[config.mk]
export PLATFORM = sky130hd
export DESIGN_NAME = routine_sequencer
export DESIGN_NICKNAME = d
export VERILOG_FILES = /design/src/rtl/routine_sequencer.sv
export SDC_FILE = /design/constraint.sdc
export NUM_CORES = 1
export LEC_CHECK = 0
export CORE_MARGIN = 4
export CORE_UTILIZATION = 43
export CTS_BUF_LIST = sky130_fd_sc_hd__clkbuf_8
export DETAILED_ROUTE_END_ITERATION = 10
export GPL_ROUTABILITY_DRIVEN = 0
export GPL_TIMING_DRIVEN = 0
export MAX_ROUTING_LAYER = met4
export PLACE_DENSITY = 0.83
export SYNTH_ARGS = -nofsm -noshare
export SYNTH_HDL_FRONTEND = slang
export SYNTH_SLANG_ARGS = --single-unit
[constraint.sdc]
create_clock -name Clock -period 3.5 [get_ports Clock]
set_input_delay 0.525 -clock Clock [delete_from_list [all_inputs] [get_ports Clock]]
set_output_delay 0.525 -clock Clock [all_outputs]
set_load 0.005 [all_outputs]
[src/rtl/routine_sequencer.sv]
// Routine sequencer: divides the board clock into step ticks, runs one routine at a time
// and owns the shared 47-bit board bus, inserting a blank interval between routines.
module routine_sequencer #(
    parameter int NUM_RTN     = 4,
    parameter int TICK_DIV    = 25000000,
    parameter int DWELL_TICKS = 64,
    parameter int BLANK_TICKS = 4
) (
    input  logic                         Clock,
    input  logic                         Reset,
    input  logic                         NextBtn,
    input  logic                         AutoMode,
    input  logic [47*NUM_RTN-1:0]        RtnBus,
    output logic [NUM_RTN-1:0]           RtnEnable,
    output logic [NUM_RTN-1:0]           RtnReset,
    output logic [46:0]                  OutputBus,
    output logic [$clog2(NUM_RTN)-1:0]   ActiveRtn,
    output logic                         Tick
);
    localparam int RW  = $clog2(NUM_RTN);
    localparam int DW  = $clog2(TICK_DIV);
    localparam int DWW = $clog2(DWELL_TICKS + 1);
    localparam int BW  = $clog2(BLANK_TICKS + 1);

    localparam logic [46:0]    BLANK_PAT  = 47'h000_0FFF_FFFF;
    localparam logic [DW-1:0]  DIV_LAST   = DW'(TICK_DIV - 1);
    localparam logic [DWW-1:0] DWELL_LAST = DWW'(DWELL_TICKS - 1);
    localparam logic [BW-1:0]  BLANK_LAST = BW'(BLANK_TICKS - 1);
    localparam logic [RW-1:0]  RTN_LAST   = RW'(NUM_RTN - 1);

    typedef enum logic [1:0] {LOAD = 2'd0, RUN = 2'd1, BLANK = 2'd2} state_e;

    function automatic logic [NUM_RTN-1:0] one_hot(input logic [RW-1:0] idx);
        one_hot = {{(NUM_RTN-1){1'b0}}, 1'b1} << idx;
    endfunction

    state_e             state_q, state_d;
    logic               start_q, start_d;
    logic [RW-1:0]      active_q, active_d;
    logic [DW-1:0]      div_q, div_d, div_inc_s;
    logic [DWW-1:0]     dwell_q, dwell_d;
    logic [BW-1:0]      blank_q, blank_d;
    logic               btn_s1_q, btn_s2_q, btn_s3_q;
    logic               press_s, advance_s;
    logic               tick_q, tick_d;
    logic [NUM_RTN-1:0] rtn_en_q, rtn_en_d, rtn_rst_q, rtn_rst_d;
    logic [46:0]        out_q, out_d, rtn_sel_s;

    // State, counters, button synchronizer and registered outputs.
    always_ff @(posedge Clock or negedge Reset) begin
        if (!Reset) begin
            state_q   <= LOAD;
            start_q   <= 1'b1;
            active_q  <= {RW{1'b0}};
            div_q     <= {DW{1'b0}};
            dwell_q   <= {DWW{1'b0}};
            blank_q   <= {BW{1'b0}};
            btn_s1_q  <= 1'b0;
            btn_s2_q  <= 1'b0;
            btn_s3_q  <= 1'b0;
            tick_q    <= 1'b0;
            rtn_en_q  <= {NUM_RTN{1'b0}};
            rtn_rst_q <= {NUM_RTN{1'b1}};
            out_q     <= BLANK_PAT;
        end else begin
            state_q   <= state_d;
            start_q   <= start_d;
            active_q  <= active_d;
            div_q     <= div_d;
            dwell_q   <= dwell_d;
            blank_q   <= blank_d;
            btn_s1_q  <= NextBtn;
            btn_s2_q  <= btn_s1_q;
            btn_s3_q  <= btn_s2_q;
            tick_q    <= tick_d;
            rtn_en_q  <= rtn_en_d;
            rtn_rst_q <= rtn_rst_d;
            out_q     <= out_d;
        end
    end

    // Press detect, advance condition, divider increment and routine bus mux.
    always_comb begin
        press_s   = btn_s2_q & ~btn_s3_q;
        advance_s = press_s | (AutoMode & tick_q & (dwell_q == DWELL_LAST));
        if (div_q == DIV_LAST) begin
            div_inc_s = {DW{1'b0}};
        end else begin
            div_inc_s = div_q + DW'(1);
        end
        rtn_sel_s = 47'h0;
        for (int i = 0; i < NUM_RTN; i++) begin
            rtn_sel_s = rtn_sel_s | (RtnBus[47*i +: 47] & {47{active_q == RW'(i)}});
        end
    end

    // Next-state logic; the first post-reset cycle lingers in LOAD so LOAD is visible once.
    always_comb begin
        state_d  = state_q;
        start_d  = 1'b0;
        active_d = active_q;
        div_d    = div_q;
        dwell_d  = dwell_q;
        blank_d  = blank_q;
        case (state_q)
            LOAD: begin
                div_d   = {DW{1'b0}};
                dwell_d = {DWW{1'b0}};
                if (start_q) begin
                    state_d = LOAD;
                end else begin
                    state_d = RUN;
                end
            end
            RUN: begin
                div_d = div_inc_s;
                if (advance_s) begin
                    state_d  = BLANK;
                    div_d    = {DW{1'b0}};
                    blank_d  = {BW{1'b0}};
                    if (active_q == RTN_LAST) begin
                        active_d = {RW{1'b0}};
                    end else begin
                        active_d = active_q + RW'(1);
                    end
                end else if (tick_q && AutoMode) begin
                    dwell_d = dwell_q + DWW'(1);
                end else begin
                    dwell_d = dwell_q;
                end
            end
            BLANK: begin
                div_d = div_inc_s;
                if (tick_q) begin
                    blank_d = blank_q + BW'(1);
                    if (blank_q == BLANK_LAST) begin
                        state_d = LOAD;
                    end else begin
                        state_d = BLANK;
                    end
                end else begin
                    blank_d = blank_q;
                end
            end
            default: begin
                state_d = LOAD;
            end
        endcase
    end

    // Output next values follow the next state so the ports line up with the state register.
    always_comb begin
        tick_d = (state_d != LOAD) && (div_d == DIV_LAST);
        if (state_d == LOAD) begin
            rtn_rst_d = one_hot(active_d);
            rtn_en_d  = one_hot(active_d);
        end else if ((state_d == RUN) && tick_d) begin
            rtn_rst_d = {NUM_RTN{1'b0}};
            rtn_en_d  = one_hot(active_d);
        end else begin
            rtn_rst_d = {NUM_RTN{1'b0}};
            rtn_en_d  = {NUM_RTN{1'b0}};
        end
        if (state_q == RUN) begin
            out_d = rtn_sel_s;
        end else begin
            out_d = BLANK_PAT;
        end
    end

    assign RtnEnable = rtn_en_q;
    assign RtnReset  = rtn_rst_q;
    assign OutputBus = out_q;
    assign ActiveRtn = active_q;
    assign Tick      = tick_q;

endmodule

* Word level (Yosys, flattened, before mapping) *
Cells that the tools add are included.

word-level totals
  flip-flop bits (word level) = 99
  input port bits = 192

operators by class
  add/sub/neg operators = 4
  equal/unequal tests = 14
  shifts and indexed selects = 1
  muxes and demuxes = 21
  bitwise gates (word level) = 12
  reductions and logical operators = 11

operators by type and width
  kind                                                                number
  47-bit bitwise AND                                                  4
  47-bit bitwise OR                                                   3
  25-bit one-hot mux with 3 select lines                              1
  25-bit == test (second input constant)                              2
  25-bit 2-to-1 mux                                                   2
  47-bit 2-to-1 mux                                                   1
  25-bit by 1-bit adder with 25-bit output (second input constant)    1
  7-bit 2-to-1 mux                                                    2
  7-bit one-hot mux with 2 select lines                               1
  2-bit 2-to-1 mux                                                    6
  4-bit 2-to-1 mux                                                    3
  2-bit != test (second input constant)                               4
  7-bit by 1-bit adder with 7-bit output (second input constant)      1
  7-bit by 6-bit == test with 1-bit output (second input constant)    1
  2-bit by 1-bit == test with 1-bit output (second input constant)    3
  2-bit == test (second input constant)                               3
  2-bit logical NOT                                                   3
  3-bit 2-to-1 mux                                                    2
  2-bit one-hot mux with 3 select lines                               1
  3-bit one-hot mux with 2 select lines                               1
  3-bit AND reduction                                                 2
  2-bit nonzero test                                                  3
  1-bit by 2-bit left shift with 4-bit output (first input constant)  1
  3-bit by 1-bit adder with 3-bit output (second input constant)      1
  7 further kinds                                                     11

* Depth between registers and ports, before layout *
Gate-level depths: netlist of run 1.

  depth after elaboration = 10
  depth in mapped cells = 10
  gate-level depth less buffers = 10

* Worst setup path after synthesis of run 1 *
No wires, ideal clock.

  kind = register to register
  start point = register div_q[15]
  end point = register rtn_en_q[2], in the netlist RtnEnable[2]
  arrival = 2.371 ns
  setup slack = 1.043 ns
  cell stages (with the launch flop) = 10
  buffers on the path = 1
  period minus slack after synthesis = 2.457 ns
  path through = dfrtp_1 > buf_6 > or4_4 > nor4_4 > a22oi_2 > a21o_1 > a211oi_2 > nand4_1 > o31a_1 > nor3_1

on the way
  word-level cells in the longest chain between the ends = 9
  elaborated cells on any way between the ends = 10
  classes of those cells = add/sub (1); eq/ne (2); mux (5); reduce/logical (2)

RTL lines
  item                                                                               line    text
  from (decl)                                                                        40      logic [DW-1:0] div_q, div_d, div_inc_s;
  from (signal assigned)                                                             55      div_q <= {DW{1'b0}};
  from (signal assigned)                                                             69      div_q <= div_d;
  25-bit by 1-bit adder with 25-bit output / 25-bit == test (equally long branches)  89, 86
  25-bit 2-to-1 mux                                                                  86      if (div_q == DIV_LAST) begin
  25-bit 2-to-1 mux                                                                  117     if (advance_s) begin
  25-bit one-hot mux with 3 select lines *                                           105     case (state_q)
  25-bit == test *                                                                   153     tick_d = (state_d != LOAD) && (div_d == DIV_LAST);
  1-bit logical AND *                                                                153
  1-bit logical AND *                                                                157     end else if ((state_d == RUN) && tick_d) begin
  4-bit 2-to-1 mux *                                                                 157
  4-bit 2-to-1 mux *                                                                 154     if (state_d == LOAD) begin
  via rtn_en_d[2]                                                                    46      logic [NUM_RTN-1:0] rtn_en_q, rtn_en_d, rtn_rst_q, rtn_rst_d;
  to (signal assigned)                                                               62      rtn_en_q <= {NUM_RTN{1'b0}};
  to (signal assigned)                                                               76      rtn_en_q <= rtn_en_d;
  to (decl)                                                                          46

The timed path passes the listed nets; every way through them passes the cells marked *.
A chain may end at the register's enable or synchronous reset.

* Worst setup path after layout of run 1 *
  start point = register div_q[1]
  end point = register rtn_en_q[0], in the netlist RtnEnable[0]

Same word-level chain as after synthesis.

==> results of run 1 <==
power by group through the flow:
stage                     clock network, mW  logic, mW  registers [mW]
after CTS                             0.708       2.61            1.64
final                                 0.703       2.64            1.64
after global placement                    0       2.51            1.65
after floorplan                           0       1.25            1.68
after detailed placement                  0       2.59            1.66
after global routing                  0.760       2.85            1.67
per-stage QoR:
stage	setup WS, ps	power, mW	util
2_1_floorplan	1040	2.93	-
3_3_place_gp	-1680	4.16	0.664
3_5_place_dp	368	4.24	0.666
4_1_cts	390	4.95	0.681
5_1_grt	130	5.28	0.682
6_report	263	4.98	0.682
sequential cells by signal, indices dropped and copies added, names as in the netlist:
| signal | cells |
|---|---|
| OutputBus | 47 |
| div_q | 25 |
| dwell_q | 7 |
| RtnEnable | 4 |
| RtnReset | 4 |
| blank_q | 3 |
| ActiveRtn | 2 |
| state_q | 2 |
| Tick | 1 |
| btn_s1_q | 1 |
| btn_s2_q | 1 |
| btn_s3_q | 1 |
| start_q | 1 |
worst max-delay path, delay by kind of cell, from the launching register on:
kind | cells | cell delay (ps)
adder cells (fa/ha/maj) | 1 | 300
AO/OA/AOI/OAI | 3 | 870
AND/OR/NAND/NOR | 4 | 1440
flip-flops | 1 | 530
worst paths after layout:
kind | slack (ps) | from | endpoint | cells after the start
setup / recovery | 260 | div_q[1] | RtnEnable[0] | 8
hold / removal | 120 | Reset | OutputBus[41] | 1
hold reg to reg | 360 | btn_s1_q | btn_s2_q | 0
setup reg to reg | 260 | div_q[1] | RtnEnable[0] | 8
min in group Clock | 360 | btn_s1_q | btn_s2_q | 0
max in group asynchronous | 2640 | Reset | OutputBus[10] | 2
area by class of cell:
type / instances / area [um^2]
Fill cell: 968 / 3850
Multi-Input combinational cell: 410 / 2570
Sequential cell: 99 / 2520
Timing Repair Buffer: 250 / 2520
Tap cell: 168 / 210
Buffer: 46 / 195
Clock buffer: 11 / 151
Inverter: 15 / 56.3
Clock inverter: 5 / 28.8
Antenna cell: 3 / 7.51
cells in the mapped netlist (6+ instances only):
master,number
nand3_1,42
buf_2,11
inv_1,15
nand2_1,51
a31oi_1,6
and3_1,7
clkbuf_1,25
o21ai_0,32
ha_1,8
nand4_1,13
dfstp_2,33
mux2i_1,6
buf_1,8
nor2_1,22
dfrtp_1,66
xnor2_1,6
nor3_1,20
a21oi_1,31
a22oi_1,95
routing by layer:
layer  GRT usage  share of wire
met5           -              0
met4       0.103          0.032
met3      0.0788           0.10
met2       0.495           0.48
met1       0.384           0.39
cells by family (layout without fill, tap and decap cells):
family                   after synthesis  count (layout)
adder cells (fa/ha/maj)                8               8
flip-flops                            99              99
XOR/XNOR                               8               8
multiplexers                           7               7
AND/OR/NAND/NOR                      187             187
buffers and inverters                 61             327
other                                  1               4
AO/OA/AOI/OAI                        199             199
==> impl_metrics.ini, run 1 <==
[setup_path]
crit_path_end_kind = flip-flop
cp_slowest_stage_delay_ps = 750
start_kind = flip-flop
crit_fanout = 7
crit_chain = ha_1 > nand3_1 > nor3_1 > a21oi_1 > a2111oi_0 > nand3_1 > o31a_1 > nor3_1
crit_arrival_ps = 3510
setup.worst_path.class = reg2reg
worstPathRequired_ps = 3770
crit_slowest_cell = nor3_1

[floorplanning]
die_y_um = 119
io_pins = 250
die_w_um = 119
initial_utilization = 0.441
die_area_um2 = 14300
rows = 40
core_area_um2 = 12100

[place]
placedCellCount = 988
port_buffers = 249
placed_area_um2 = 8070
dp_hpwl_um = 16800

[sta]
relSlewSlack = 0.444
hold_viol = 0
fmax_mhz = 309
setup_violations = 0
hold_ws_ps = 121
worst_pin_slew_ps = 828
finalSetupTns_ps = 0
post-route-period-util = 0.925
post-route-min-period_ps = 3240
rsz0062_at_grt = no
fin_skew_ps = 11.0
maxSlewViolCount = 0

[cts]
cts_buffer_depth = 2
cts_sinks = 99
root_buffer = clkbuf_8
cts_max_level = 3
cts_tree = built
ctsResizeCount = 0
post_cts_buffers = 0
clkTransAtPathRegs_ps = 100
hold_buffers = 0
cts_made_buffers = 9
worst_skew_pair.late_latency_ps = 370

[power_and_ir_drop]
p_seq_frac = 0.329
p_comb_frac = 0.530
p_clk_frac = 0.141
power_density_nw_per_um2 = 603
leakagePower_nw = 3.18
internal-power_mw = 2.95
ir_drop_mv = 0.395
p_switching_mw = 2.03
switching_share = 0.408

[drt]
dr.pass1.iters = 8
vias = 6080
drt-total-wl_um = 21900
wl_per_cell_um = 21.7
first_iter_violations = 695
drt-vias-per-instance = 6.04
final_antenna_net_count = 0
drc = 0

[layout]
drive_gt1_frac = 0.0849
area_delta_synth_final_pct = 54.6
layout.nets = 1031
final_cell_area_um2 = 8260
final_cells = 1007
final_cell_mix = 248 x clkdlybuf4s50_1, 95 x a22oi_1, 66 x dfrtp_1
final_common_cell = clkdlybuf4s50_1

[synth]
synth_compound_area_frac = 0.254
yosys.area.top_type = dfrtp_1
synth_top_family_by_area = compound AO/OA/AOI/OAI gates
syn_nets = 770
synth-async-reset-ratio = 1.00
yosysSeqAreaShare = 0.471
ys_seq_elements = 99
synth_edf_count = 0
ys_top_cells_by_area = dfrtp_1 31%, dfstp_2 16%, a22oi_1 13%, nand3_1 3.9%, nand2_1 3.6%
yosys.area_share.adder = 0.0187
ys.flop_type = dfrtp_1
synthesis.area_um2 = 5340
synth.top_cell.area_share = 0.309
synth_xor_area_frac = 0.0131
postSynthCellCount = 570
synth_mux_area_frac = 0.0133
yosysUniqueCellTypes = 58
syn_area_per_cell_um2 = 9.37
synth_warnings = 0
synthSimpleGateAreaFrac = 0.182

[status]
status = complete, no violations

[grt]
grt_pass1_vias = 6067
grt_pass1_wl_um = 33300
grt_usage = 0.309
grt_max_degree = 64
overflow = 0
antenna_found_initial = 3

[flow_run]
drv_cap = 0

[hold_path]
hold_class = in2async
Power figures use the tool's default switching activity.
==> run 2, diff against run 1 <==
--- a/config.mk
+++ b/config.mk
@@ -5,6 +5,7 @@
 export SDC_FILE = /design/constraint.sdc
 export NUM_CORES = 1
 export LEC_CHECK = 0
+export ABC_CLOCK_PERIOD_IN_PS = 3500
 export CORE_MARGIN = 4
 export CORE_UTILIZATION = 43
 export CTS_BUF_LIST = sky130_fd_sc_hd__clkbuf_8
==> results of run 2 <==
Final layout, timing and power as in run 1 (identical DEF).
==> run 3, diff against run 2 <==
--- a/config.mk
+++ b/config.mk
@@ -6,14 +6,17 @@
 export NUM_CORES = 1
 export LEC_CHECK = 0
 export ABC_CLOCK_PERIOD_IN_PS = 3500
+export CELL_PAD_IN_SITES_DETAIL_PLACEMENT = 0
+export CELL_PAD_IN_SITES_GLOBAL_PLACEMENT = 1
 export CORE_MARGIN = 4
-export CORE_UTILIZATION = 43
+export CORE_UTILIZATION = 31
 export CTS_BUF_LIST = sky130_fd_sc_hd__clkbuf_8
 export DETAILED_ROUTE_END_ITERATION = 10
 export GPL_ROUTABILITY_DRIVEN = 0
 export GPL_TIMING_DRIVEN = 0
 export MAX_ROUTING_LAYER = met4
 export PLACE_DENSITY = 0.83
+export SLEW_MARGIN = 30
 export SYNTH_ARGS = -nofsm -noshare
 export SYNTH_HDL_FRONTEND = slang
 export SYNTH_SLANG_ARGS = --single-unit
==> impl_metrics.ini, run 3 (synthesis gave the netlist of run 1 again) <==
[power_and_ir_drop]
switching_share = 0.406
power_density_nw_per_um2 = 607
p_seq_frac = 0.322
internal-power_mw = 3.01
p_clk_frac = 0.161
ir_drop_mv = 0.296
p_switching_mw = 2.06
leakagePower_nw = 3.19
p_comb_frac = 0.517

[drt]
drc = 0
wl_per_cell_um = 20.9
dr.pass1.iters = 5
vias = 5612
drt-total-wl_um = 22200
final_antenna_net_count = 0
drt-vias-per-instance = 5.29
first_iter_violations = 328

[place]
port_buffers = 249
placed_area_um2 = 8140
dp_hpwl_um = 17500

[cts]
cts_sinks = 99
hold_buffers = 0
root_buffer = clkbuf_8
cts_max_level = 3
worst_skew_pair.late_latency_ps = 390
post_cts_buffers = 0
clkTransAtPathRegs_ps = 110
cts_tree = built
cts_made_buffers = 9
cts_buffer_depth = 2
ctsResizeCount = 0

[floorplanning]
die_y_um = 139
core_area_um2 = 16800
initial_utilization = 0.319
die_w_um = 139
io_pins = 250
die_area_um2 = 19400
rows = 47

[setup_path]
crit_top_cell = nand3_1
worstPathRequired_ps = 3800
setup.worst_path.class = reg2reg
path_buf_inv = 0
crit_path_end_kind = flip-flop
crit_fanout = 7
crit_arrival_ps = 3490
crit_family = simple AND/OR/NAND/NOR gates
crit_slowest_cell = dfrtp_1
start_kind = flip-flop
cp_slowest_stage_delay_ps = 510
crit_chain = ha_1 > nand3_1 > nor2_1 > and3_1 > a31oi_1 > a2111oi_0 > nand3_1 > o31a_1 > nor3_1

[flow_run]
drv_cap = 0

[sta]
rsz0062_at_grt = no
hold_ws_ps = 6.88
hold_viol = 0
fmax_mhz = 313
post-route-min-period_ps = 3190
maxSlewViolCount = 0
finalSetupTns_ps = 0
setup_violations = 0
post-route-period-util = 0.913
worst_pin_slew_ps = 823
fin_skew_ps = 13.1
relSlewSlack = 0.447

[layout]
seq_area_um2 = 2520
layout.nets = 1031
final_common_cell = clkdlybuf4s50_1
fillers = 1603
final_cell_mix = 248 x clkdlybuf4s50_1, 95 x a22oi_1, 66 x dfrtp_1
multi_input_area_um2 = 2570
final_cell_area_um2 = 8360
largest_register_ff_count = 47
drive_gt1_frac = 0.0873
area_delta_synth_final_pct = 56.5

[hold_path]
hold_class = in2async

[grt]
overflow = 0
grt_usage = 0.228
grt_pass1_vias = 5791
antenna_found_initial = 4
grt_pass1_wl_um = 33100
grt_max_degree = 69

[status]
status = complete, no violations
==> run 3: changes by cell type in the layout (fill, tap and decap cells not counted) <==
cell,change
clkinvlp_4,+1
bufinv_16,+1
clkinv_1,-1
inv_1,-1
buf_6,+1
clkbuf_8,-1
clkinv_2,-1
clkinv_4,+1
buf_4,-1
inv_8,+1
diode_2,+1
==> run 3: area by class of cell <==
type	instances	share of cell area
flip-flops and latches	99	0.301
repair buffers	250	0.302
clock inverters	6	0.00883
multi-input cells	410	0.308
well taps	220	0.0329
diodes	4	0.00120
plain buffers	46	0.0233
clock buffers	10	0.0165
inverters	15	0.00673
==> run 3: worst reg2reg max path, stage by stage (launching register included) <==
cell       delay, ps
dfrtp_1          510
ha_1             290
nand3_1          230
nor2_1           460
and3_1           310
a31oi_1          100
a2111oi_0        430
nand3_1          210
o31a_1           370
nor3_1           190
==> run 3: path summary, 6_finish.rpt <==
check                      cells after the start     start  slack [ps]            end
min reg2reg                                    0  btn_s1_q         360       btn_s2_q
max in group asynchronous                      2     Reset        2810  OutputBus[14]
min                                            1     Reset           7  OutputBus[30]
min in group Clock                             0  btn_s1_q         360       btn_s2_q
max reg2reg                                    9  div_q[0]         310   RtnEnable[1]
max                                            9  div_q[0]         310   RtnEnable[1]
==> run 3: layer usage <==
metal | up-vias | GRT usage | routed length (um)
met4 | 0 | 0.0654 | 451
li1 | 2680 | - | -
met5 | - | - | 0
met2 | 210 | 0.387 | 11200
met1 | 2693 | 0.238 | 8180
met3 | 29 | 0.106 | 2320
==> run 3: power by group through the flow <==
stage	Clock, mW	Sequential, mW	Combinational (mW)
2_1_floorplan	0	1.68	1.25
6_report	0.815	1.63	2.62
5_1_grt	0.880	1.66	2.85
3_3_place_gp	0	1.65	2.62
4_1_cts	0.834	1.63	2.64
3_5_place_dp	0	1.66	2.63
==> run 3: metrics by stage <==
| stage | power (mW) | cells | setup slack, ps | utilization |
|---|---|---|---|---|
| 6_report | 5.07 | 1060 | 306 | 0.499 |
| 5_1_grt | 5.39 | 1060 | 163 | 0.499 |
| 4_1_cts | 5.11 | 1056 | 372 | 0.498 |
| 3_5_place_dp | 4.28 | 1040 | 276 | 0.486 |
| 3_3_place_gp | 4.27 | 1039 | -2010 | 0.484 |
| 2_1_floorplan | 2.93 | 570 | 1040 | - |
